**config.mk**
```make
export PLATFORM = sky130hd
export DESIGN_NAME = sync_fifo_gearbox
export DESIGN_NICKNAME = d
export VERILOG_FILES = /design/src/rtl/sync_fifo_gb_pkg.sv /design/src/rtl/sync_fifo_gb_ram.sv /design/src/rtl/sync_fifo_gearbox.sv
export SDC_FILE = /design/constraint.sdc
export NUM_CORES = 1
export LEC_CHECK = 0
export ABC_AREA = 1
export CORE_ASPECT_RATIO = 0.8
export CORE_MARGIN = 2
export CORE_UTILIZATION = 57
export DETAILED_ROUTE_END_ITERATION = 7
export GPL_ROUTABILITY_DRIVEN = 0
export GPL_TIMING_DRIVEN = 0
export PLACE_DENSITY = 0.9
export REMOVE_ABC_BUFFERS = 1
export SLEW_MARGIN = 20
export SYNTH_ARGS = -nofsm -noshare
export SYNTH_HDL_FRONTEND = slang
export SYNTH_SLANG_ARGS = --single-unit
```
**constraint.sdc**
```tcl
create_clock -name clk -period 2.05 [get_ports clk]
set_input_delay 0.3075 -clock clk [delete_from_list [all_inputs] [get_ports clk]]
set_output_delay 0.3075 -clock clk [all_outputs]
set_load 0.01 [all_outputs]
```
**src/rtl/sync_fifo_gb_pkg.sv**
```systemverilog
// Shared helpers for sync_fifo_gearbox: unit/ratio/width functions, flag bundle and parameter checks.
package sync_fifo_gb_pkg;

  typedef struct packed {
    logic full;
    logic almost_full;
    logic empty;
    logic almost_empty;
  } fifo_flags_t;

  localparam fifo_flags_t FIFO_FLAGS_RESET = '{
    full:         1'b0,
    almost_full:  1'b0,
    empty:        1'b1,
    almost_empty: 1'b1
  };

  function automatic int unit_width(input int din_w, input int dout_w);
    return (din_w < dout_w) ? din_w : dout_w;
  endfunction

  function automatic int wr_units(input int din_w, input int dout_w);
    return din_w / unit_width(din_w, dout_w);
  endfunction

  function automatic int rd_units(input int din_w, input int dout_w);
    return dout_w / unit_width(din_w, dout_w);
  endfunction

  function automatic int ptr_width(input int depth);
    return $clog2(depth) + 1;
  endfunction

  function automatic int level_width(input int depth);
    return $clog2(depth + 1);
  endfunction

  function automatic bit is_pow2(input int v);
    return (v > 0) && ((v & (v - 1)) == 0);
  endfunction

  function automatic bit widths_ok(input int din_w, input int dout_w);
    int lo;
    int hi;
    lo = unit_width(din_w, dout_w);
    hi = (din_w > dout_w) ? din_w : dout_w;
    return (lo > 0) && ((hi % lo) == 0);
  endfunction

  // Depth must hold two of the larger transfers so a full write and a full read can overlap.
  function automatic bit depth_ok(input int din_w, input int dout_w, input int depth);
    int wr_u;
    int rd_u;
    int big;
    wr_u = wr_units(din_w, dout_w);
    rd_u = rd_units(din_w, dout_w);
    big  = (wr_u > rd_u) ? wr_u : rd_u;
    return is_pow2(depth) && (depth >= 2 * big);
  endfunction

endpackage

```
**src/rtl/sync_fifo_gb_ram.sv**
```systemverilog
// Unit-granular register array: one WR_U-unit write port and one RD_U-unit unregistered read port.
module sync_fifo_gb_ram
  import sync_fifo_gb_pkg::*;
#(
  parameter int UNIT_W      = 8,
  parameter int WR_U        = 1,
  parameter int RD_U        = 4,
  parameter int DEPTH_UNITS = 16,
  parameter int ADDR_W      = $clog2(DEPTH_UNITS)
) (
  input  logic                     clk,
  input  logic                     we,
  input  logic [ADDR_W-1:0]        waddr,
  input  logic [WR_U*UNIT_W-1:0]   wdata,
  input  logic [ADDR_W-1:0]        raddr,
  output logic [RD_U*UNIT_W-1:0]   rdata
);

  logic [UNIT_W-1:0] mem [DEPTH_UNITS];

  // Slice k goes to start+k; the ADDR_W-bit sum wraps at the power-of-two depth.
  always_ff @(posedge clk) begin
    if (we) begin
      for (int k = 0; k < WR_U; k++) begin
        mem[waddr + ADDR_W'(k)] <= wdata[k*UNIT_W +: UNIT_W];
      end
    end
  end

  always_comb begin
    rdata = '0;
    for (int k = 0; k < RD_U; k++) begin
      rdata[k*UNIT_W +: UNIT_W] = mem[raddr + ADDR_W'(k)];
    end
  end

endmodule

```
**src/rtl/sync_fifo_gearbox.sv**
```systemverilog
// Single-clock FIFO converting between integer-ratio widths, stored in min-width units.
// Define FIFO_GB_ERR_FLAGS_EN to build sticky overflow/underflow flags; otherwise they are tied low.
module sync_fifo_gearbox
  import sync_fifo_gb_pkg::*;
#(
  parameter int DIN_WIDTH   = 8,
  parameter int DOUT_WIDTH  = 32,
  parameter int DEPTH_UNITS = 16,
  parameter int FWFT_EN     = 1,
  parameter int MSB_FIFO    = 1,
  parameter int AF_LEVEL    = DEPTH_UNITS - wr_units(DIN_WIDTH, DOUT_WIDTH),
  parameter int AE_LEVEL    = rd_units(DIN_WIDTH, DOUT_WIDTH)
) (
  input  logic                                  clk,
  input  logic                                  rst_n,
  input  logic                                  clr,
  input  logic [DIN_WIDTH-1:0]                  din,
  input  logic                                  wr_en,
  output logic                                  full,
  output logic                                  almost_full,
  output logic [DOUT_WIDTH-1:0]                 dout,
  input  logic                                  rd_en,
  output logic                                  empty,
  output logic                                  almost_empty,
  output logic [level_width(DEPTH_UNITS)-1:0]   level,
  output logic                                  overflow,
  output logic                                  underflow
);

  localparam int U      = unit_width(DIN_WIDTH, DOUT_WIDTH);
  localparam int WR_U   = wr_units(DIN_WIDTH, DOUT_WIDTH);
  localparam int RD_U   = rd_units(DIN_WIDTH, DOUT_WIDTH);
  localparam int PTR_W  = ptr_width(DEPTH_UNITS);
  localparam int ADDR_W = PTR_W - 1;
  localparam int LVL_W  = level_width(DEPTH_UNITS);
  localparam int LVL_X  = LVL_W + 1;

  localparam logic [LVL_X-1:0] WR_INC  = LVL_X'(WR_U);
  localparam logic [LVL_X-1:0] RD_DEC  = LVL_X'(RD_U);
  localparam logic [LVL_X-1:0] FULL_AT = LVL_X'(DEPTH_UNITS - WR_U + 1);
  localparam logic [LVL_X-1:0] AF_AT   = LVL_X'(AF_LEVEL);
  localparam logic [LVL_X-1:0] AE_AT   = LVL_X'(AE_LEVEL);

  if (!widths_ok(DIN_WIDTH, DOUT_WIDTH)) begin : g_bad_widths
    $error("sync_fifo_gearbox: larger width must be a multiple of the smaller width");
  end
  if (!depth_ok(DIN_WIDTH, DOUT_WIDTH, DEPTH_UNITS)) begin : g_bad_depth
    $error("sync_fifo_gearbox: DEPTH_UNITS must be a power of two and >= 2*max(WR_U,RD_U)");
  end

  logic [PTR_W-1:0]      wr_ptr_q, wr_ptr_d;
  logic [PTR_W-1:0]      rd_ptr_q, rd_ptr_d;
  logic [LVL_W-1:0]      level_q, level_d;
  fifo_flags_t           flags_q, flags_d;
  logic [LVL_X-1:0]      level_nx;
  logic                  wr_acc, rd_acc;
  logic [DIN_WIDTH-1:0]  wr_units_data;
  logic [DOUT_WIDTH-1:0] rd_units_data;
  logic [DOUT_WIDTH-1:0] head_word;

  assign wr_acc = wr_en & ~flags_q.full  & ~clr;
  assign rd_acc = rd_en & ~flags_q.empty & ~clr;

  // Level math is one bit wider than level; flags come from the next level so they are registered.
  always_comb begin
    level_nx = {1'b0, level_q};
    wr_ptr_d = wr_ptr_q;
    rd_ptr_d = rd_ptr_q;
    if (clr) begin
      level_nx = '0;
      wr_ptr_d = '0;
      rd_ptr_d = '0;
    end else begin
      if (wr_acc) begin
        level_nx = level_nx + WR_INC;
        wr_ptr_d = wr_ptr_q + PTR_W'(WR_U);
      end
      if (rd_acc) begin
        level_nx = level_nx - RD_DEC;
        rd_ptr_d = rd_ptr_q + PTR_W'(RD_U);
      end
    end
    level_d              = level_nx[LVL_W-1:0];
    flags_d.full         = (level_nx >= FULL_AT);
    flags_d.almost_full  = (level_nx >= AF_AT);
    flags_d.empty        = (level_nx < RD_DEC);
    flags_d.almost_empty = (level_nx <= AE_AT);
  end

  always_ff @(posedge clk or negedge rst_n) begin
    if (!rst_n) begin
      wr_ptr_q <= '0;
      rd_ptr_q <= '0;
      level_q  <= '0;
      flags_q  <= FIFO_FLAGS_RESET;
    end else begin
      wr_ptr_q <= wr_ptr_d;
      rd_ptr_q <= rd_ptr_d;
      level_q  <= level_d;
      flags_q  <= flags_d;
    end
  end

  // Unit 0 is the first-in unit; MSB_FIFO selects which end of the bus it occupies.
  always_comb begin
    wr_units_data = '0;
    for (int k = 0; k < WR_U; k++) begin
      if (MSB_FIFO != 0) wr_units_data[k*U +: U] = din[DIN_WIDTH-1-k*U -: U];
      else               wr_units_data[k*U +: U] = din[k*U +: U];
    end
  end

  always_comb begin
    head_word = '0;
    for (int k = 0; k < RD_U; k++) begin
      if (MSB_FIFO != 0) head_word[DOUT_WIDTH-1-k*U -: U] = rd_units_data[k*U +: U];
      else               head_word[k*U +: U]              = rd_units_data[k*U +: U];
    end
  end

  sync_fifo_gb_ram #(
    .UNIT_W      (U),
    .WR_U        (WR_U),
    .RD_U        (RD_U),
    .DEPTH_UNITS (DEPTH_UNITS),
    .ADDR_W      (ADDR_W)
  ) u_ram (
    .clk   (clk),
    .we    (wr_acc),
    .waddr (wr_ptr_q[ADDR_W-1:0]),
    .wdata (wr_units_data),
    .raddr (rd_ptr_q[ADDR_W-1:0]),
    .rdata (rd_units_data)
  );

  if (FWFT_EN != 0) begin : g_fwft
    assign dout = flags_q.empty ? '0 : head_word;
  end else begin : g_std
    logic [DOUT_WIDTH-1:0] dout_q, dout_d;

    always_comb begin
      dout_d = dout_q;
      if (rd_acc) dout_d = head_word;
    end

    always_ff @(posedge clk or negedge rst_n) begin
      if (!rst_n) dout_q <= '0;
      else        dout_q <= dout_d;
    end

    assign dout = dout_q;
  end

`ifdef FIFO_GB_ERR_FLAGS_EN
  logic overflow_q, overflow_d;
  logic underflow_q, underflow_d;

  // Sticky until rst_n; clr intentionally leaves them set.
  always_comb begin
    overflow_d  = overflow_q  | (wr_en & flags_q.full);
    underflow_d = underflow_q | (rd_en & flags_q.empty);
  end

  always_ff @(posedge clk or negedge rst_n) begin
    if (!rst_n) begin
      overflow_q  <= 1'b0;
      underflow_q <= 1'b0;
    end else begin
      overflow_q  <= overflow_d;
      underflow_q <= underflow_d;
    end
  end

  assign overflow  = overflow_q;
  assign underflow = underflow_q;
`else
  assign overflow  = 1'b0;
  assign underflow = 1'b0;
`endif

  assign full         = flags_q.full;
  assign almost_full  = flags_q.almost_full;
  assign empty        = flags_q.empty;
  assign almost_empty = flags_q.almost_empty;
  assign level        = level_q;

endmodule
```
==> results of run 1 <==
## placed cells by master, fill, tap and decap left out, types with 19 or more instances in the layout
cell type        Yosys  layout
nor2_1             147      90
nor2_2               4      44
edfxtp_1           128     128
o21ai_2              4      26
nand2_1             30      30
clkdlybuf4s50_1      0      19
clkbuf_16            0      22
a21oi_1             35      27
o21ai_1              1      35
nor2_4               3      20
buf_2                8      32
## where the power goes
part | switching, mW | leakage (nW) | internal, mW | total, mW
Combinational | 1.68 | 1.26 | 1.10 | 2.78
Sequential | 0.192 | 1.34 | 3.33 | 3.52
Clock | 1.26 | 0.288 | 1.91 | 3.17
Total | 3.13 | 2.89 | 6.34 | 9.47
## flip-flops by register name, indices dropped and copies added (netlist names)
register / count
full: 1
u_ram.mem: 128
level: 5
empty: 1
almost_full: 1
rd_ptr_q: 2
almost_empty: 1
wr_ptr_q: 4
## stage by stage
stage	hold WS [ns]	cells	cell area, um^2
floorplan	0.0119	488	5810
global placement	0.492	681	6520
detailed placement	0.502	682	6560
CTS	0.315	741	7410
global route	0.334	756	8060
finish	0.297	756	8060
## routing by layer
metal | share of wire, % | wire, um
met5 | 0 | 0
met4 | 6.1 | 1190
met3 | 13 | 2610
met2 | 48 | 9420
met1 | 33 | 6410
## cell families after synthesis
kind of cell               share of synthesized area, %
AOI/OAI and AO/OA                                  9.32
DFF                                                70.8
other                                            0.0629
and+or+nand+nor                                    14.7
adders and majority gates                          1.26
buffers and inverters                              3.82
## cells in the mapped netlist
| cell | instances |
|---|---|
| buf_2 | 8 |
| nand4_2 | 1 |
| nand3_1 | 5 |
| dfstp_2 | 2 |
| o21ai_0 | 68 |
| o21ai_2 | 4 |
| a21oi_1 | 35 |
| ha_1 | 6 |
| nand2_2 | 8 |
| nor3_1 | 5 |
| nor2_2 | 4 |
| conb_1 | 1 |
| nor2_4 | 3 |
| buf_1 | 1 |
| edfxtp_1 | 128 |
| nor4_1 | 1 |
| dfrtp_1 | 13 |
| o21ai_1 | 1 |
| inv_1 | 16 |
| nand2_1 | 30 |
| buf_6 | 3 |
| clkbuf_1 | 15 |
| or2_0 | 1 |
| nor2_1 | 147 |
| nand3b_1 | 1 |
| nand3_2 | 2 |
| buf_4 | 2 |
| inv_2 | 5 |
## cell type report
| cell class | instances | area [um^2] | share of cell area (%) |
|---|---|---|---|
| sequential | 143 | 4230 | 52.5 |
| multi-input combinational | 324 | 1900 | 23.5 |
| timing repair buffer | 90 | 908 | 11.3 |
| clock buffer | 18 | 429 | 5.33 |
| tap | 140 | 175 | 2.17 |
| clock inverter | 14 | 164 | 2.03 |
| timing repair inverter | 6 | 144 | 1.79 |
| inverter | 21 | 109 | 1.35 |
## worst reg2reg max path, delay by kind of cell (launching register included)
family	cells	cell delay, ns
buffers and inverters	1	0.18
DFF	1	0.42
and+or+nand+nor	2	1.06
## repair_timing
item | in CTS | in global routing
buffers inserted | 21 | 6
gates cloned | 6 | 9
gates resized for setup | 173 | 169
pin swaps | 12 | 36
endpoints found under the setup margin | 142 | 59
## path summary, 6_finish.rpt
path	from	to	slack, ns	cells after the start
setup reg to reg	wr_ptr_q[2]	u_ram.mem[11][2]	0.01	3
hold reg to reg	wr_ptr_q[3]	wr_ptr_q[3]	0.61	1
min in group clk	clr	rd_ptr_q[2]	0.54	2
setup / recovery	rd_ptr_q[3]	dout[19]	-0.22	6
hold / removal	rst_n	wr_ptr_q[3]	0.30	1
max in group asynchronous	rst_n	rd_ptr_q[2]	1.25	1
==> metrics.md, run 1 <==
| Metric | Value |
|---|---|
| Routing usage on met3 | `8.07%` |
| Worst Setup Start Kind | `flip-flop` |
| Share of cells above drive strength 1 | `37.3%` |
| Max_cap viols | `0` |
| Clock sink total | `143` |
| Rel. slew slack | `40.6%` |
| Drt pass-1 iters | `8` |
| Final max-slew violation count | `0` |
| Crit end category | `output port` |
| Port Buffers | `53` |
| Largest net degree at the start of global routing | `33` |
| Minimum clock period | `2.27 ns` |
| Core Area | `0.0102 mm^2` |
| Count of different cell masters after synthesis | `28` |
| Routed vias/inst | `6.41` |
| Clk slew on worst S/H paths | `0.06 ns` |
| Overflow left after global routing | `0` |
| Initial antenna violation count | `0` |
| Overall routing resource usage | `29.2%` |
| Drt drc | `0` |
| Die Area | `0.0113 mm^2` |
| Grt met2 use | `49.2%` |
| Layer with the highest usage | `met2` |
| Worst VDD drop | `0.000830 V` |
| Synth area leaders | `edfxtp_1, nor2_1, o21ai_0, dfrtp_1, a21oi_1` |
| Slew @ Worst Pin | `0.886 ns` |
| Setup TNS Final | `-3.90 ns` |
| Final hold violation count | `0` |
| Fin util | `79.0%` |
| Fill cell count | `503` |
| Via count | `4846` |
| I/O pins | `56` |
| Syn Area/Cell | `11.5 um^2` |
| Die height | `95.5 um` |
| Highest Clock Rate | `440 MHz` |
| Initial DRC count | `812` |
| WL/cell | `26.0 um` |
| CP required | `1.74 ns` |
| Mapped cell area | `0.00596 mm^2` |
| Worst path max stage delay | `0.55 ns` |
| Final worst slack | `-0.223 ns` |
| Sequential share of the synthesized area | `70.8%` |
| Initial Utilization | `58.4%` |
| Share of the synthesized area in the top cell type | `64.5%` |
| RSZ-0062 raised after global routing | `yes` |
| Final setup vio count | `32` |
| H-tree levels | `4` |
| Row cnt | `33` |
| WP buf/inv | `3` |
| Die X-Extent | `118 um` |
| GRT met1 Usage | `35.0%` |
| Nets | `622` |
| Cells along the critical path | `buf_12 > clkbuf_16 > nor2_1 > o21ai_1 > a21oi_1 > buf_2` |
| Status | `complete, but fails checks` |
| CTS Buf Count | `17` |
| Global-route wire length before repair | `23.6 mm` |
| Vias in the first global route | `4291` |
| Setup WS pre-CTS | `-1.05 ns` |
| #FFs+latches synth | `143` |
| Final Power | `9.47 mW` |
| Detail Placement HPWL | `7.08 mm` |
| Ys Warns | `0` |
| Clock Latency Late Sink | `0.43 ns` |
| Hold-fix buffers, CTS | `0` |
| Final Skew | `0.0180 ns` |
| P&R area growth vs syn | `35.2%` |
| Slowest-stage cell, CP | `dfrtp_4` |
| Clk buf depth | `2` |
| Pleak | `2.89 nW` |
| Min-Delay Path Class | `in2async` |
| Crit path DAT | `1.97 ns` |
| Violated checks | `setup timing` |
| Antenna-violating nets left | `0` |
| Fin crit share | `111%` |
| Pwr per Cell Area | `1180 mW/mm^2` |
| Critical setup path kind | `reg2out` |
| N_diodes | `0` |
| Worst Path Max Fanout | `6` |
| Synth Instances | `516` |
| CTS Root Cell | `clkbuf_16` |
| Post-synth top area cell | `edfxtp_1` |
| Crit path max-delay family | `flip-flops` |
| DRT Wirelength | `19.6 mm` |
| CTS tree | `done` |
No activity file was read; power rests on OpenSTA's default activity.
==> inputs of run 2 (changes only) <==
--- a/config.mk
+++ b/config.mk
@@ -12,7 +12,7 @@
 export DETAILED_ROUTE_END_ITERATION = 7
 export GPL_ROUTABILITY_DRIVEN = 0
 export GPL_TIMING_DRIVEN = 0
-export PLACE_DENSITY = 0.9
+export PLACE_DENSITY = 0.79
 export REMOVE_ABC_BUFFERS = 1
 export SLEW_MARGIN = 20
 export SYNTH_ARGS = -nofsm -noshare
==> metrics.md, run 2 (synthesis results as in run 1) <==
| Metric | Value |
|---|---|
| N_diodes | `0 (unchanged)` |
| Finished Cell Area | `0.00792 mm^2 (-1.7%)` |
| Clk slew on worst S/H paths | `0.06 ns (about the same)` |
| Worst VDD drop | `0.000680 V (-18%)` |
| Placed cell area | `0.00653 mm^2 (-0.42%)` |
| Port Buffers | `53 (unchanged)` |
| H-tree levels | `4 (unchanged)` |
| Register bank with the most flops | `u_ram.mem` |
| Detail Placement HPWL | `6.80 mm (-4.0%)` |
| Clock sink total | `143 (unchanged)` |
| Worst Setup Start Kind | `flip-flop` |
| Clock Latency Late Sink | `0.43 ns (about the same)` |
| Minimum clock period | `2.19 ns (-0.0800 ns)` |
| Largest net degree at the start of global routing | `19 (-42%)` |
| Final Skew | `0.0128 ns (-0.00516 ns)` |
| Area occupied by registers | `0.00423 mm^2 (unchanged)` |
| Crit path DAT | `1.89 ns (-0.08 ns)` |
| Status | `complete, but fails checks` |
| Fin crit share | `107% (-3.9 points)` |
| RSZ-0062 raised after global routing | `yes` |
| Die X-Extent | `118 um (unchanged)` |
| Pwr per Cell Area | `1160 mW/mm^2 (-1.4%)` |
| Most common cell after layout, fill and taps aside | `edfxtp_1` |
| Slew @ Worst Pin | `0.818 ns (-0.0684 ns)` |
| Final max-slew violation count | `0 (unchanged)` |
| Vias in the first global route | `4237 (-1.3%)` |
| Fin cells | `763 (+0.93%)` |
| Overflow left after global routing | `0 (unchanged)` |
| Routed vias/inst | `6.17 (-3.8%)` |
| Rel. slew slack | `45.3% (+4.7 points)` |
| Placed Cells | `681 (-0.15%)` |
| Fin util | `77.6% (-1.4 points)` |
| Nets | `630 (+1.3%)` |
| Die Area | `0.0113 mm^2 (unchanged)` |
| Highest Clock Rate | `456 MHz (+3.6%)` |
| Antenna-violating nets left | `0 (unchanged)` |
| Max_cap viols | `0 (unchanged)` |
| Min-Delay Path Class | `in2async` |
| Cells on worst reg2reg path | `4 (+1)` |
| Final worst slack | `-0.143 ns (+0.0800 ns)` |
| Drt drc | `0 (unchanged)` |
| CTS tree | `done` |
| Pleak | `2.86 nW (-0.93%)` |
| Fill cell count | `562 (+12%)` |
| CP required | `1.74 ns (about the same)` |
| Global-route wire length before repair | `23.0 mm (-2.5%)` |
| DRT Wirelength | `18.6 mm (-5.3%)` |
| Core Area | `0.0102 mm^2 (unchanged)` |
| CTS Root Cell | `clkbuf_16` |
| WL/cell | `24.4 um (-6.2%)` |
| I/O pins | `56 (unchanged)` |
| Critical setup path kind | `reg2out` |
| Max FFs per register | `128 (unchanged)` |
| Overall routing resource usage | `28.6% (-0.64 points)` |
| Final Power | `9.17 mW (-3.2%)` |
| Most frequent cells in the layout | `edfxtp_1, nor2_1, nor2_2, buf_2, o21ai_1` |
| Final hold violation count | `0 (unchanged)` |
| Initial Utilization | `58.4% (unchanged)` |
| Initial antenna violation count | `0 (unchanged)` |
| Die height | `95.5 um (unchanged)` |
| Initial DRC count | `672 (-17%)` |
| Row cnt | `33 (unchanged)` |
| P&R area growth vs syn | `32.9%` |
| Drt pass-1 iters | `5 (-3)` |
| CTS Buf Count | `17 (unchanged)` |
| Clk buf depth | `2 (unchanged)` |
| Setup TNS Final | `-1.73 ns (+2.17 ns)` |
| Share of cells above drive strength 1 | `34.2% (-3.1 points)` |
| Crit end category | `output port` |
| Worst Path Max Fanout | `8 (+2)` |
| Final setup vio count | `37 (+16%)` |
| Multi-input logic area | `0.00181 mm^2 (-4.4%)` |
| Via count | `4705 (-2.9%)` |
| Violated checks | `setup timing` |
[run 2: worst paths after layout]
path | startpoint | to | slack [ns]
hold reg to reg | wr_ptr_q[3] | wr_ptr_q[3] | 0.56
setup reg to reg | wr_ptr_q[0] | u_ram.mem[14][2] | -0.02
max in group asynchronous | rst_n | rd_ptr_q[3] | 1.21
min in group clk | clr | rd_ptr_q[2] | 0.53
setup / recovery | rd_ptr_q[2] | dout[3] | -0.14
hold / removal | rst_n | wr_ptr_q[2] | 0.31
[run 2: cell type report]
cell class | count | area share (%)
Sequential cell | 143 | 53.5
Multi-Input combinational cell | 324 | 22.9
Timing Repair Buffer | 96 | 11.6
Clock buffer | 17 | 5.37
Tap cell | 140 | 2.21
Timing Repair inverter | 8 | 1.75
Inverter | 21 | 1.37
Clock inverter | 14 | 1.36
[run 2: routing by layer]
| layer | up-vias | wire length (um) | global-route usage [%] | part of all wire (%) |
|---|---|---|---|---|
| met5 | - | 0 | 0 | 0 |
| met4 | 0 | 870 | 14.6 | 4.7 |
| met3 | 80 | 2120 | 6.58 | 11 |
| met2 | 380 | 9060 | 47.8 | 49 |
| met1 | 2268 | 6530 | 35.5 | 35 |
| li1 | 1977 | - | - | - |
[run 2: what timing repair did]
| action | in CTS | in global routing |
|---|---|---|
| hold buffers | 0 | 0 |
| endpoints found under the setup margin | 142 | 104 |
| setup buffers | 29 | 10 |
| cloned | 5 | 8 |
| pin swaps | 12 | 34 |
| gates resized for setup | 169 | 135 |
[run 2: report_power, final]
group	switching, mW	internal [mW]	total, mW
Sequential	0.139	3.33	3.47
Clock	1.30	1.56	2.86
Combinational	1.70	1.15	2.85
Total	3.14	6.03	9.17
[run 2: worst max-delay path, stage by stage (launching register included)]
cell and delay [ns]:
dfrtp_4 0.50, buf_12 0.16, buf_6 0.19, clkinv_8 0.11, o21ai_0 0.23, a21oi_1 0.11
buf_2 0.15
[run 2: stage by stage]
step / hold slack (ns) / setup WS, ns
after global routing: 0.361 / -0.174
after floorplan: 0.0119 / -0.544
after detailed placement: 0.513 / -0.999
final: 0.314 / -0.143
after CTS: 0.338 / -0.0771
after global placement: 0.499 / -2.17
==> inputs of run 3 (changes only) <==
--- a/config.mk
+++ b/config.mk
@@ -8,11 +8,12 @@
 export ABC_AREA = 1
 export CORE_ASPECT_RATIO = 0.8
 export CORE_MARGIN = 2
-export CORE_UTILIZATION = 57
+export CORE_UTILIZATION = 61
 export DETAILED_ROUTE_END_ITERATION = 7
 export GPL_ROUTABILITY_DRIVEN = 0
 export GPL_TIMING_DRIVEN = 0
-export PLACE_DENSITY = 0.79
+export MAX_ROUTING_LAYER = met4
+export PLACE_DENSITY = 0.84
 export REMOVE_ABC_BUFFERS = 1
 export SLEW_MARGIN = 20
 export SYNTH_ARGS = -nofsm -noshare
==> constraint.sdc (replaced) <==
create_clock -name clk -period 2.55 [get_ports clk]
set_input_delay 0.3825 -clock clk [delete_from_list [all_inputs] [get_ports clk]]
set_output_delay 0.3825 -clock clk [all_outputs]
set_load 0.01 [all_outputs]
==> metrics.md, run 3 (synthesis results as in run 1) <==
| Metric | Value |
|---|---|
| Die X-Extent | `115 um (-3.2%)` |
| Antenna-violating nets left | `0 (unchanged)` |
| Drt pass-1 iters | `5 (unchanged)` |
| Final Power | `7.27 mW (-21%)` |
| Vias in the first global route | `4241 (+0.094%)` |
| Initial antenna violation count | `0 (unchanged)` |
| Slowest-stage cell, CP | `dfrtp_4` |
| Critical setup path kind | `reg2out` |
| Most frequent cells in the layout | `nor2_1, edfxtp_1, o21ai_0, a21oi_1, nand2_1` |
| Final hold violation count | `0 (unchanged)` |
| Die height | `92.4 um (-3.2%)` |
| Worst path max stage delay | `0.52 ns (+0.02 ns)` |
| Reg-to-reg endpoint | `u_ram.mem[8][4]` |
| Fin cells | `708 (-7.2%)` |
| Nets | `596 (-5.4%)` |
| Worst VDD drop | `0.000704 V (+3.6%)` |
| Slack of the worst reg-to-reg path | `0.48 ns (+0.50 ns)` |
| Worst Path Max Fanout | `6 (-2)` |
| H-tree levels | `4 (unchanged)` |
| Detail Placement HPWL | `7.03 mm (+3.4%)` |
| Initial Utilization | `62.3% (+3.8 points)` |
| CTS Buf Count | `17 (unchanged)` |
| Crit path DAT | `2.07 ns (+0.18 ns)` |
| Status | `finished clean` |
| CTS Root Cell | `clkbuf_16` |
| I/O pins | `56 (unchanged)` |
| CTS tree | `done` |
| Placed Cells | `660 (-3.1%)` |
| Switching pwr | `2.14 mW (-32%)` |
| Initial DRC count | `482 (-28%)` |
| Max_cap viols | `0 (unchanged)` |
| Cells on worst reg2reg path | `5 (+1)` |
| RR Startpoint | `full` |
| CP required | `2.17 ns (+0.43 ns)` |
| Highest Clock Rate | `408 MHz` |
| WL/cell | `20.6 um (-15%)` |
| Most frequent CP cell | `nor2_1` |
| Clock Latency Late Sink | `0.42 ns (about the same)` |
| N_diodes | `0 (unchanged)` |
| Largest net degree at the start of global routing | `35 (+16)` |
| Internal power | `5.14 mW (-15%)` |
| P&R area growth vs syn | `24.4%` |
| Via count | `4236 (-10%)` |
| Fin crit share | `96.0%` |
| Row cnt | `32 (-3.0%)` |
| Power share of the clock group | `38.1% (+7.0 points)` |
| Fill cell count | `535 (-4.8%)` |
| Max FFs per register | `128 (unchanged)` |
| Logic pwr share | `22.6% (-8.5 points)` |
| Clk slew on worst S/H paths | `0.06 ns (about the same)` |
| Flop pwr share | `39.3% (+1.5 points)` |
| Rel. slew slack | `40.7% (-4.6 points)` |
| Crit end category | `output port` |
| Min-Delay Path Class | `in2async` |
| Final Skew | `0.0104 ns (-0.00241 ns)` |
| Final setup vio count | `0 (-100%)` |
| Drt drc | `0 (unchanged)` |
| Slew @ Worst Pin | `0.887 ns (+0.0690 ns)` |
| Overall routing resource usage | `30.0% (+1.5 points)` |
| RSZ-0062 raised after global routing | `no` |
| Final max-slew violation count | `0 (unchanged)` |
| Global-route wire length before repair | `22.1 mm (-3.9%)` |
| Pleak | `2.86 nW (about the same)` |
| Die Area | `0.0106 mm^2 (-6.3%)` |
| Share of cells above drive strength 1 | `14.3% (-20 points)` |
| Pwr per Cell Area | `981 mW/mm^2 (-15%)` |
| Clk buf depth | `2 (unchanged)` |
| DRT Wirelength | `14.6 mm (-21%)` |
| Port Buffers | `53 (unchanged)` |
| Setup TNS Final | `0 ns (+1.73 ns)` |
| Core Area | `0.00957 mm^2 (-6.2%)` |
| Clock sink total | `143 (unchanged)` |
| Switching share of power | `29.4% (-4.9 points)` |
| Overflow left after global routing | `0 (unchanged)` |
| Cells along the critical path | `buf_6 > buf_4 > nor2_1 > nor2_1 > o21ai_0 > a21oi_1 > dlygate4sd2_1` |
| Most common cell after layout, fill and taps aside | `nor2_1` |
| Routed vias/inst | `5.98 (-3.0%)` |
| Register bank with the most flops | `u_ram.mem` |
| Minimum clock period | `2.45 ns` |
| Worst Setup Start Kind | `flip-flop` |
[run 3: repair_timing]
| item | in CTS | in global routing |
|---|---|---|
| setup endpoints to repair | 33 | 17 |
| gates resized for setup | 27 | 18 |
| setup buffers | 14 | 1 |
| hold buffers | 0 | 0 |
| cloned | 2 | 0 |
[run 3: stage by stage]
step | worst slack, ns | cell area (um^2) | utilization [%] | hold WS, ns
2_1_floorplan | -0.119 | 5810 | - | 0.0869
3_3_place_gp | -1.79 | 6490 | 67.9 | 0.496
3_5_place_dp | -0.595 | 6500 | 68.0 | 0.525
4_1_cts | 0.00579 | 7350 | 76.8 | 0.387
5_1_grt | 0.0616 | 7420 | 77.5 | 0.422
6_report | 0.101 | 7420 | 77.5 | 0.376
[run 3: worst max-delay path: cells and delay by family, from the launching register on]
kind            cells  cell delay (ns)
compound gates      2             0.29
buf+inv             3             0.70
flops               1             0.52
simple gates        2             0.13
[run 3: cell type report]
class                      count  area, um^2  share of cell area [%]
sequential                   143        4230                    57.1
multi-input combinational    324        1530                    20.7
timing repair buffer          68         723                    9.75
clock buffer                  17         425                    5.74
clock inverter                14         229                    3.09
tap                          119         149                    2.01
inverter                      21        98.8                    1.33
timing repair inverter         2        23.8                   0.321
[run 3: how the worst max path moves through the flow]
stage | endpoint | startpoint
finish | dout[17] | rd_ptr_q[2]
CTS | dout[6] | rd_ptr_q[3]
global placement | dout[5] | rd_ptr_q[2]
detailed placement | dout[9] | rd_ptr_q[3]
floorplan | dout[16] | rd_ptr_q[2]
global route | dout[17] | rd_ptr_q[2]
[run 3: power by group through the flow]
| stage | registers (mW) | logic [mW] | clock network, mW |
|---|---|---|---|
| after detailed placement | 2.97 | 1.48 | 0 |
| after global routing | 2.87 | 1.79 | 2.87 |
| after global placement | 2.96 | 1.45 | 0 |
| final | 2.86 | 1.65 | 2.77 |
| after CTS | 2.85 | 1.67 | 2.77 |
| after floorplan | 2.90 | 0.718 | 0 |
[run 3: layer usage]
| metal | vias to the layer above | GRT usage, % | routed length (um) |
|---|---|---|---|
| met4 | 0 | 13.9 | 462 |
| li1 | 1899 | - | - |
| met5 | - | - | 0 |
| met2 | 281 | 47.2 | 7120 |
| met1 | 2004 | 36.7 | 5610 |
| met3 | 52 | 8.05 | 1400 |
